<file path="src/rtl/sobel_sequencer_if.sv">
// Handshake bundle between the frame sequencer and its neighbours:
// move_control, the Sobel compute unit and the 3x3 window buffer.
interface sobel_sequencer_if;
    logic       start;
    logic       load_done;
    logic       all_done;
    logic       calc_done;
    logic       load_initial;
    logic       start_9_read;
    logic       start_i_read;
    logic       start_write;
    logic       start_move;
    logic       capture_en;
    logic [3:0] capture_idx;
    logic       capture_mode;
    logic       calc_start;
    logic       busy;
    logic       frame_done;
    logic       error;

    // Sequencer side
    modport master (
        input  start, load_done, all_done, calc_done,
        output load_initial, start_9_read, start_i_read, start_write, start_move,
        output capture_en, capture_idx, capture_mode, calc_start,
        output busy, frame_done, error
    );

    // Environment side (move_control, Sobel unit, window buffer, host)
    modport slave (
        output start, load_done, all_done, calc_done,
        input  load_initial, start_9_read, start_i_read, start_write, start_move,
        input  capture_en, capture_idx, capture_mode, calc_start,
        input  busy, frame_done, error
    );
endinterface

</file>
<file path="src/rtl/sobel_sequencer.sv">
// Frame-level controller: loads the initial addresses, fetches the first
// 3x3 window, then loops compute -> write -> move -> column refill until
// move_control reports the last output pixel. Every output is a register
// written together with the state, so outputs are glitch-free Moore signals.
module sobel_sequencer #(
    parameter int MEM_LAT      = 1,
    parameter int CALC_TIMEOUT = 64,
    parameter int TW           = 7
) (
    input  logic              clk,
    input  logic              n_reset,
    sobel_sequencer_if.master bus
);
    // A read phase keeps its start_* high for 2 cycles per address step;
    // the final step rewinds move_control, so it yields no capture.
    localparam int READ9_LEN = 20;
    localparam int READ4_LEN = 8;
    // Phase ends once the strobe has finished and the last capture has issued.
    localparam int READ9_END = (18 + MEM_LAT > READ9_LEN) ? (18 + MEM_LAT) : READ9_LEN;
    localparam int READ4_END = (6 + MEM_LAT > READ4_LEN) ? (6 + MEM_LAT) : READ4_LEN;

    typedef enum logic [3:0] {
        IDLE      = 4'd0,
        LOAD      = 4'd1,
        WAIT_LOAD = 4'd2,
        READ9     = 4'd3,
        CALC      = 4'd4,
        WAIT_CALC = 4'd5,
        WRITE     = 4'd6,
        MOVE      = 4'd7,
        MOVE_CHK  = 4'd8,
        READ4     = 4'd9,
        DONE      = 4'd10,
        ERR       = 4'd11
    } state_t;

    state_t        state_r;
    logic [TW-1:0] cnt_r;
    logic          load_initial_r;
    logic          start_9_read_r;
    logic          start_i_read_r;
    logic          start_write_r;
    logic          start_move_r;
    logic          capture_en_r;
    logic [3:0]    capture_idx_r;
    logic          capture_mode_r;
    logic          calc_start_r;
    logic          busy_r;
    logic          frame_done_r;
    logic          error_r;

    logic [TW-1:0] rel_s;
    logic          cap_phase_s;
    logic          cap9_s;
    logic          cap4_s;
    logic [3:0]    cap_idx_s;

    // Decide whether next cycle carries read data: slot k is captured
    // MEM_LAT cycles after its address became valid at phase offset 2k+1.
    always_comb begin
        rel_s       = cnt_r - TW'(MEM_LAT);
        cap_phase_s = 1'b0;
        if (cnt_r >= TW'(MEM_LAT)) begin
            cap_phase_s = ~rel_s[0];
        end else begin
            cap_phase_s = 1'b0;
        end
        cap9_s    = cap_phase_s && (rel_s <= TW'(16));
        cap4_s    = cap_phase_s && (rel_s <= TW'(4));
        cap_idx_s = 4'(rel_s >> 1);
    end

    // Sequencer state machine with phase/timeout counter and registered outputs.
    always_ff @(posedge clk or posedge n_reset) begin
        if (n_reset) begin
            state_r        <= IDLE;
            cnt_r          <= '0;
            load_initial_r <= 1'b0;
            start_9_read_r <= 1'b0;
            start_i_read_r <= 1'b0;
            start_write_r  <= 1'b0;
            start_move_r   <= 1'b0;
            capture_en_r   <= 1'b0;
            capture_idx_r  <= 4'd0;
            capture_mode_r <= 1'b0;
            calc_start_r   <= 1'b0;
            busy_r         <= 1'b0;
            frame_done_r   <= 1'b0;
            error_r        <= 1'b0;
        end else begin
            // Pulse-style outputs fall unless the target state re-asserts them.
            load_initial_r <= 1'b0;
            start_9_read_r <= 1'b0;
            start_i_read_r <= 1'b0;
            start_write_r  <= 1'b0;
            start_move_r   <= 1'b0;
            capture_en_r   <= 1'b0;
            capture_idx_r  <= 4'd0;
            capture_mode_r <= 1'b0;
            calc_start_r   <= 1'b0;
            frame_done_r   <= 1'b0;
            case (state_r)
                IDLE: begin
                    if (bus.start) begin
                        state_r        <= LOAD;
                        load_initial_r <= 1'b1;
                        busy_r         <= 1'b1;
                        error_r        <= 1'b0;
                    end
                end
                LOAD: begin
                    state_r <= WAIT_LOAD;
                end
                WAIT_LOAD: begin
                    if (bus.load_done) begin
                        state_r        <= READ9;
                        cnt_r          <= '0;
                        start_9_read_r <= 1'b1;
                    end
                end
                READ9: begin
                    cnt_r          <= cnt_r + TW'(1);
                    start_9_read_r <= (cnt_r < TW'(READ9_LEN - 1));
                    if (cap9_s) begin
                        capture_en_r  <= 1'b1;
                        capture_idx_r <= cap_idx_s;
                    end
                    if (cnt_r == TW'(READ9_END - 1)) begin
                        state_r      <= CALC;
                        cnt_r        <= '0;
                        calc_start_r <= 1'b1;
                    end
                end
                CALC: begin
                    state_r <= WAIT_CALC;
                    cnt_r   <= '0;
                end
                WAIT_CALC: begin
                    // A result arriving in the last allowed cycle still counts.
                    if (bus.calc_done) begin
                        state_r       <= WRITE;
                        cnt_r         <= '0;
                        start_write_r <= 1'b1;
                    end else if (cnt_r == TW'(CALC_TIMEOUT - 1)) begin
                        state_r <= ERR;
                        cnt_r   <= '0;
                        error_r <= 1'b1;
                    end else begin
                        cnt_r <= cnt_r + TW'(1);
                    end
                end
                WRITE: begin
                    if (cnt_r == '0) begin
                        cnt_r         <= TW'(1);
                        start_write_r <= 1'b1;
                    end else begin
                        state_r      <= MOVE;
                        cnt_r        <= '0;
                        start_move_r <= 1'b1;
                    end
                end
                MOVE: begin
                    state_r <= MOVE_CHK;
                end
                MOVE_CHK: begin
                    if (bus.all_done) begin
                        state_r      <= DONE;
                        frame_done_r <= 1'b1;
                    end else begin
                        state_r        <= READ4;
                        cnt_r          <= '0;
                        start_i_read_r <= 1'b1;
                    end
                end
                READ4: begin
                    cnt_r          <= cnt_r + TW'(1);
                    start_i_read_r <= (cnt_r < TW'(READ4_LEN - 1));
                    if (cap4_s) begin
                        capture_en_r   <= 1'b1;
                        capture_idx_r  <= cap_idx_s;
                        capture_mode_r <= 1'b1;
                    end
                    if (cnt_r == TW'(READ4_END - 1)) begin
                        state_r      <= CALC;
                        cnt_r        <= '0;
                        calc_start_r <= 1'b1;
                    end
                end
                DONE: begin
                    state_r <= IDLE;
                    busy_r  <= 1'b0;
                end
                ERR: begin
                    if (bus.start) begin
                        state_r        <= LOAD;
                        load_initial_r <= 1'b1;
                        error_r        <= 1'b0;
                    end
                end
                default: begin
                    state_r <= IDLE;
                    cnt_r   <= '0;
                    busy_r  <= 1'b0;
                end
            endcase
        end
    end

    assign bus.load_initial = load_initial_r;
    assign bus.start_9_read = start_9_read_r;
    assign bus.start_i_read = start_i_read_r;
    assign bus.start_write  = start_write_r;
    assign bus.start_move   = start_move_r;
    assign bus.capture_en   = capture_en_r;
    assign bus.capture_idx  = capture_idx_r;
    assign bus.capture_mode = capture_mode_r;
    assign bus.calc_start   = calc_start_r;
    assign bus.busy         = busy_r;
    assign bus.frame_done   = frame_done_r;
    assign bus.error        = error_r;
endmodule

</file>
<file path="src/flat_wrapper.sv">
// flat-port wrapper written by rule: the top's interface ports become plain ports
module sobel_sequencer_flat 
#(
    parameter int MEM_LAT      = 1,
    parameter int CALC_TIMEOUT = 64,
    parameter int TW           = 7
)
  (clk, n_reset, bus_start, bus_load_done, bus_all_done, bus_calc_done, bus_load_initial, bus_start_9_read, bus_start_i_read, bus_start_write, bus_start_move, bus_capture_en, bus_capture_idx, bus_capture_mode, bus_calc_start, bus_busy, bus_frame_done, bus_error);
  sobel_sequencer_if bus_i ();
  input  logic clk;
  input  logic n_reset;
  input wire logic [$bits(bus_i.start)-1:0] bus_start;
  input wire logic [$bits(bus_i.load_done)-1:0] bus_load_done;
  input wire logic [$bits(bus_i.all_done)-1:0] bus_all_done;
  input wire logic [$bits(bus_i.calc_done)-1:0] bus_calc_done;
  output wire logic [$bits(bus_i.load_initial)-1:0] bus_load_initial;
  output wire logic [$bits(bus_i.start_9_read)-1:0] bus_start_9_read;
  output wire logic [$bits(bus_i.start_i_read)-1:0] bus_start_i_read;
  output wire logic [$bits(bus_i.start_write)-1:0] bus_start_write;
  output wire logic [$bits(bus_i.start_move)-1:0] bus_start_move;
  output wire logic [$bits(bus_i.capture_en)-1:0] bus_capture_en;
  output wire logic [$bits(bus_i.capture_idx)-1:0] bus_capture_idx;
  output wire logic [$bits(bus_i.capture_mode)-1:0] bus_capture_mode;
  output wire logic [$bits(bus_i.calc_start)-1:0] bus_calc_start;
  output wire logic [$bits(bus_i.busy)-1:0] bus_busy;
  output wire logic [$bits(bus_i.frame_done)-1:0] bus_frame_done;
  output wire logic [$bits(bus_i.error)-1:0] bus_error;
  assign bus_i.start = bus_start;
  assign bus_i.load_done = bus_load_done;
  assign bus_i.all_done = bus_all_done;
  assign bus_i.calc_done = bus_calc_done;
  assign bus_load_initial = bus_i.load_initial;
  assign bus_start_9_read = bus_i.start_9_read;
  assign bus_start_i_read = bus_i.start_i_read;
  assign bus_start_write = bus_i.start_write;
  assign bus_start_move = bus_i.start_move;
  assign bus_capture_en = bus_i.capture_en;
  assign bus_capture_idx = bus_i.capture_idx;
  assign bus_capture_mode = bus_i.capture_mode;
  assign bus_calc_start = bus_i.calc_start;
  assign bus_busy = bus_i.busy;
  assign bus_frame_done = bus_i.frame_done;
  assign bus_error = bus_i.error;
  sobel_sequencer #(.MEM_LAT(MEM_LAT), .CALC_TIMEOUT(CALC_TIMEOUT), .TW(TW)) u_core (.clk(clk), .n_reset(n_reset), .bus(bus_i));
endmodule
</file>
<file path="config.mk">
export PLATFORM = sky130hd
export DESIGN_NAME = sobel_sequencer_flat
export DESIGN_NICKNAME = d
export VERILOG_FILES = /design/src/rtl/sobel_sequencer_if.sv /design/src/rtl/sobel_sequencer.sv /design/src/flat_wrapper.sv
export SDC_FILE = /design/constraint.sdc
export NUM_CORES = 1
export LEC_CHECK = 0
export CAP_MARGIN = 0
export CORE_AREA = 2 2 94 51
export DETAILED_ROUTE_END_ITERATION = 10
export DIE_AREA = 0 0 96 53
export GPL_TIMING_DRIVEN = 0
export HOLD_SLACK_MARGIN = 0.02
export PLACE_DENSITY_LB_ADDON = 0.3
export SYNTH_ARGS = -nofsm -noshare
export SYNTH_HDL_FRONTEND = slang
export SYNTH_SLANG_ARGS = --single-unit
</file>
<file path="constraint.sdc">
create_clock -name clk -period 2.9 [get_ports clk]
set_input_delay 0.58 -clock clk [delete_from_list [all_inputs] [get_ports clk]]
set_output_delay 0.58 -clock clk [all_outputs]
set_load 0.1 [all_outputs]
</file>
Word-level counts from Yosys, hierarchy flattened

Index checks and enable logic that the tools add are counted.

Logic and storage cells: 107
Bits of input ports: 6
Bits in registers: 26

Reduce and logical (&&, ||, !) cells: 12
Eq/ne operators: 24
Mux-type cells: 47
Order comparisons: 5
$add $sub $neg: 2
Bitwise operators: 3

Operators by type and width:

| kind                                                                              | count |
|---|---|
| 7-bit case mux with 7 select lines                                                | 1 |
| 7-bit two-way mux                                                                 | 6 |
| 4-bit case mux with 10 select lines                                               | 1 |
| 4-bit two-way mux                                                                 | 9 |
| 1-bit two-way mux                                                                 | 21 |
| 4-bit by 3-bit equality test with 1-bit output (second input constant)            | 4 |
| 4-bit equality test (second input constant)                                       | 4 |
| 1-bit case mux with 2 select lines                                                | 7 |
| 2-bit inequality test (second input constant)                                     | 5 |
| 10-bit OR reduction                                                               | 1 |
| 4-bit by 2-bit equality test with 1-bit output (second input constant)            | 2 |
| 2-bit by 1-bit inequality test with 1-bit output (second input constant)          | 4 |
| 4-bit case mux with 2 select lines                                                | 1 |
| 7-bit by 1-bit adder with 7-bit output (second input constant)                    | 1 |
| 7-bit by 3-bit equality test with 1-bit output (second input constant)            | 1 |
| 7-bit by 5-bit equality test with 1-bit output (second input constant)            | 1 |
| 7-bit by 6-bit equality test with 1-bit output (second input constant)            | 1 |
| 7-bit by 1-bit >= comparator with 1-bit output (second input constant)            | 1 |
| 7-bit by 3-bit less-or-equal comparator with 1-bit output (second input constant) | 1 |
| 7-bit by 5-bit less-or-equal comparator with 1-bit output (second input constant) | 1 |
| 7-bit zero test                                                                   | 1 |
| 7-bit by 3-bit < comparator with 1-bit output (second input constant)             | 1 |
| 7-bit by 5-bit < comparator with 1-bit output (second input constant)             | 1 |
| 7-bit by 1-bit subtractor with 7-bit output (second input constant)               | 1 |
| 13 further kinds                                                                  | 16 |

Logic depth before layout (Yosys ltp)

Depth in word-level cells: 6
Depth in mapped cells: 8

Least setup slack after synthesis

Ideal clock, no wire load.

Path kind: register -> register
From: reg u_core.cnt_r[1]
To: reg u_core.state_r[0]
Path buffers: 0
Stages on the path, launching flop included: 7
Data required time: 2775 ps
Data arrival time: 2092 ps
Slack: 683 ps
Library setup time: 125 ps
Cell sequence: dfrtp_1 > ha_1 > nand3_4 > or3_4 > a211oi_4 > nor3b_4 > mux2_4

Word-level cells in the longest chain between the ends: 3

Ends and longest elaborated chain:

| element                                                                                  | line                   | RTL |
|---|---|---|
| from (decl)                                                                              | sobel_sequencer.sv:38  | `logic [TW-1:0] cnt_r;` |
| from (signal assigned)                                                                   | sobel_sequencer.sv:122 | `cnt_r <= cnt_r + TW'(1);` |
| from (signal assigned)                                                                   | sobel_sequencer.sv:149 | `cnt_r <= cnt_r + TW'(1);` |
| from (signal assigned)                                                                   | sobel_sequencer.sv:176 | `cnt_r <= cnt_r + TW'(1);` |
| 7-bit by 6-bit equality test with 1-bit output, or another cell as far along             | sobel_sequencer.sv:144 | `end else if (cnt_r == TW'(CALC_TIMEOUT - 1)) begin` |
| 3-bit by 2-bit inequality test with 1-bit output (no line), or another cell as far along | n/a                    |  |
| 6-bit AND reduction (no line) *                                                          | n/a                    |  |
| to (signal assigned)                                                                     | sobel_sequencer.sv:141 | `state_r <= WRITE;` |
| to (signal assigned)                                                                     | sobel_sequencer.sv:145 | `state_r <= ERR;` |
| to (signal assigned)                                                                     | sobel_sequencer.sv:157 | `state_r <= MOVE;` |
| to (decl)                                                                                | sobel_sequencer.sv:37  | `state_t state_r;` |

Every way passes the cells marked *; elsewhere a longest branch is shown, timed or not.
A chain may end at the register's enable or synchronous reset.

Worst setup path after layout

Ends and elaborated chain as after synthesis.

==> qor.csv <==
metric;value;unit
startpoint;u_core.cnt_r[1];
start_util;0.367;
yosysSeqAreaShare;0.419;
leakage;0.817;nW
synthTopCellsByCount;dfrtp_1 (26), nor2_1 (20), inv_1 (11), nand2_1 (11), o21ai_0 (10);
drt_first_pass_iters;4;
h-tree-depth;1;
cp_num_buf_inv;0;
ys.flop_type;dfrtp_1;
synth.top_cell.area_share;0.419;
cts_resized;0;
slowest_delay;440;ps
endpoint_kind;register;
grt_pass1_vias;1128;
yosys-top-cells-area;dfrtp_1 (42%), nor2_1 (4.8%), o21ai_0 (3.2%);
rsz0062_at_grt;false;
grt_pass1_wl;5870;µm
syn-num-nets;177;
reg2reg_to;u_core.state_r[0];
io_pins;21;
place.gp.congestion;0.896;
whs_path_depth;2;
r2r_start;u_core.cnt_r[1];
ir_worst_vdd;0.454;mV
relSlewSlack;0.349;
utilization;0.448;
synth_cell_types;46;
max_freq;0.398;GHz
place_ws;153;ps
clkSlewWorstSetupHoldPaths;90;ps
outcome;completed;
syn_inst;168;
syn_to_final_growth;22.1;%
post-synth-top-area-cell;dfrtp_1;
yosysMostFrequentCell;dfrtp_1;
clock-root-buffer;clkbuf_8;
finalHoldWorstSlack;529;ps
num-fill-cells;425;
timing.final.ws_setup;385;ps
fp.dieH;53;µm
p_per_area;992;nW/µm²
fin_crit;2520;ps
die_w;96;µm
cts.path.max_buffers;2;
skew;8.04;ps
placement.io_buffers;20;
yosys_register_bits;26;
r2r_slack;380;ps
critical_path_required;3060;ps
yosysWarnings;0;
antenna_found_initial;0;
diodes;0;
cts_hold_buf;0;
insertion_delay;280;ps
worst_pin_slew;973;ps
grt.overflow.total;0;
crit_arrival;2670;ps
synth_edf_count;0;
hold_viol;0;
drv_cap;0;
hold_end;u_core.bus.error;
grt_use_total;0.157;
async_flop_share;1.00;
die-area;5090;µm²
drt_iter0_drc;112;
grt_max_degree;27;
synth_area;1550;µm²
setup_violations;0;
hpwlAfterDp;2720;µm
start_kind;register;
r2r_cells;6;
viasPerCell;5.31;
via_count;1321;
num_rows;17;
post_drt_wl_per_cell;14.5;µm
instances_no_fill;249;
tritoncts;built;
ant_nets;0;
fin_nets;202;
cp_max_fo;9;
tns;0;ps
cts_made_buffers;3;
path_class;reg -> reg;
critPathSlowestCell;dfrtp_1;
min_from;u_core.bus.error;
core_area;4230;µm²
syn_avg_cell_area;9.25;µm²
drt_wl_total;3600;µm
drive_above_1_share;0.0990;
fin_crit_sh;0.867;
cts_setup_buffers;0;
hp-class;reg -> reg;
placed_cells_incl_taps;245;
crit_family;simple AND/OR/NAND/NOR gates;
slew_violations;0;
route.detailed.drc;0;
cts.sinks;26;
path_cells;ha_1, nor3b_2, a31oi_1, a211oi_4, nor3b_4, mux2_4;
## routing by layer
layer  up-vias  track usage  part of all wire
li1        651            -                 -
met1       618        0.269              0.56
met2        50        0.183              0.34
met3         2       0.0442             0.096
met4         0       0.0214            0.0028
met5         -            0                 0
## report_power, final
group,leakage [nW],internal (mW),total (mW),switching (mW)
clock network,0.0357,0.185,0.299,0.115
logic,0.433,0.372,1.09,0.721
registers,0.349,0.433,0.488,0.0552
total,0.817,0.990,1.88,0.891
## area by class of cell
| type | instances | area [µm²] | area share |
|---|---|---|---|
| Multi-Input combinational cell | 121 | 812 | 0.428 |
| Buffer | 10 | 50.0 | 0.0264 |
| Inverter | 11 | 41.3 | 0.0218 |
| Tap cell | 57 | 71.3 | 0.0376 |
| Timing Repair Buffer | 20 | 200 | 0.106 |
| Clock inverter | 1 | 30.0 | 0.0158 |
| Sequential cell | 26 | 651 | 0.343 |
| Clock buffer | 3 | 41.3 | 0.0218 |
## per-stage QoR
stage / cell area (µm²) / total power [mW]
after floorplan: 1550 / 1.33
after global placement: 1830 / 1.57
after detailed placement: 1830 / 1.57
after CTS: 1900 / 1.88
after global routing: 1900 / 2.00
final: 1900 / 1.88
## registers in the layout, summed over array words and instances, names as in the netlist
signal,cells
u_core.bus.busy,1
u_core.bus.calc_start,1
u_core.bus.capture_en,1
u_core.bus.capture_idx,4
u_core.bus.capture_mode,1
u_core.bus.error,1
u_core.bus.frame_done,1
u_core.bus.load_initial,1
u_core.bus.start_9_read,1
u_core.bus.start_i_read,1
u_core.bus.start_move,1
u_core.bus.start_write,1
u_core.cnt_r,7
u_core.state_r,4
## cells by family after synthesis
logic type               Yosys count  synth area share
buffers and inverters             21            0.0588
adder cells (fa/ha/maj)            3            0.0242
flip-flops                        26             0.419
XOR/XNOR                           3            0.0169
multiplexers                       4            0.0354
AO/OA/AOI/OAI                     42             0.188
AND/OR/NAND/NOR                   69             0.258
## how the worst max path moves through the flow
stage                         to  slack (ps)  cells after the start
2_1_floorplan  u_core.state_r[0]         680                      6
3_3_place_gp   u_core.state_r[0]         150                      6
3_5_place_dp   u_core.state_r[0]         150                      6
4_1_cts        u_core.state_r[0]         400                      6
5_1_grt        u_core.state_r[0]         200                      6
6_report       u_core.state_r[0]         380                      6
## placed cells by master, fill, tap and decap left out, drive strengths merged, types with 2 or more instances in the layout
cell type | synthesis | routed
a21oi | 8 | 8
a31oi | 3 | 3
xnor2 | 2 | 2
or3 | 2 | 2
dfrtp | 26 | 26
nor3 | 6 | 6
o22ai | 4 | 4
o21ai | 10 | 10
o221ai | 2 | 2
clkdlybuf4s50 | 0 | 20
a21o | 2 | 2
nand3b | 2 | 2
nand2 | 11 | 11
or2 | 2 | 2
inv | 11 | 11
nor2b | 5 | 5
nand3 | 5 | 5
buf | 3 | 3
nand4bb | 2 | 2
nor2 | 20 | 20
ha | 3 | 3
a211o | 2 | 2
o31a | 4 | 4
clkbuf | 7 | 10
and3 | 2 | 2
mux2 | 3 | 3
nor3b | 6 | 6
nand2b | 3 | 3
## worst register-to-register path, cell delays in order (launching register included)
cell and delay, ps:
dfrtp_1 440, ha_1 300, nor3b_2 300, a31oi_1 180, a211oi_4 430, nor3b_4 410, mux2_4 340
Note: power is estimated with default switching activity, not from simulation.
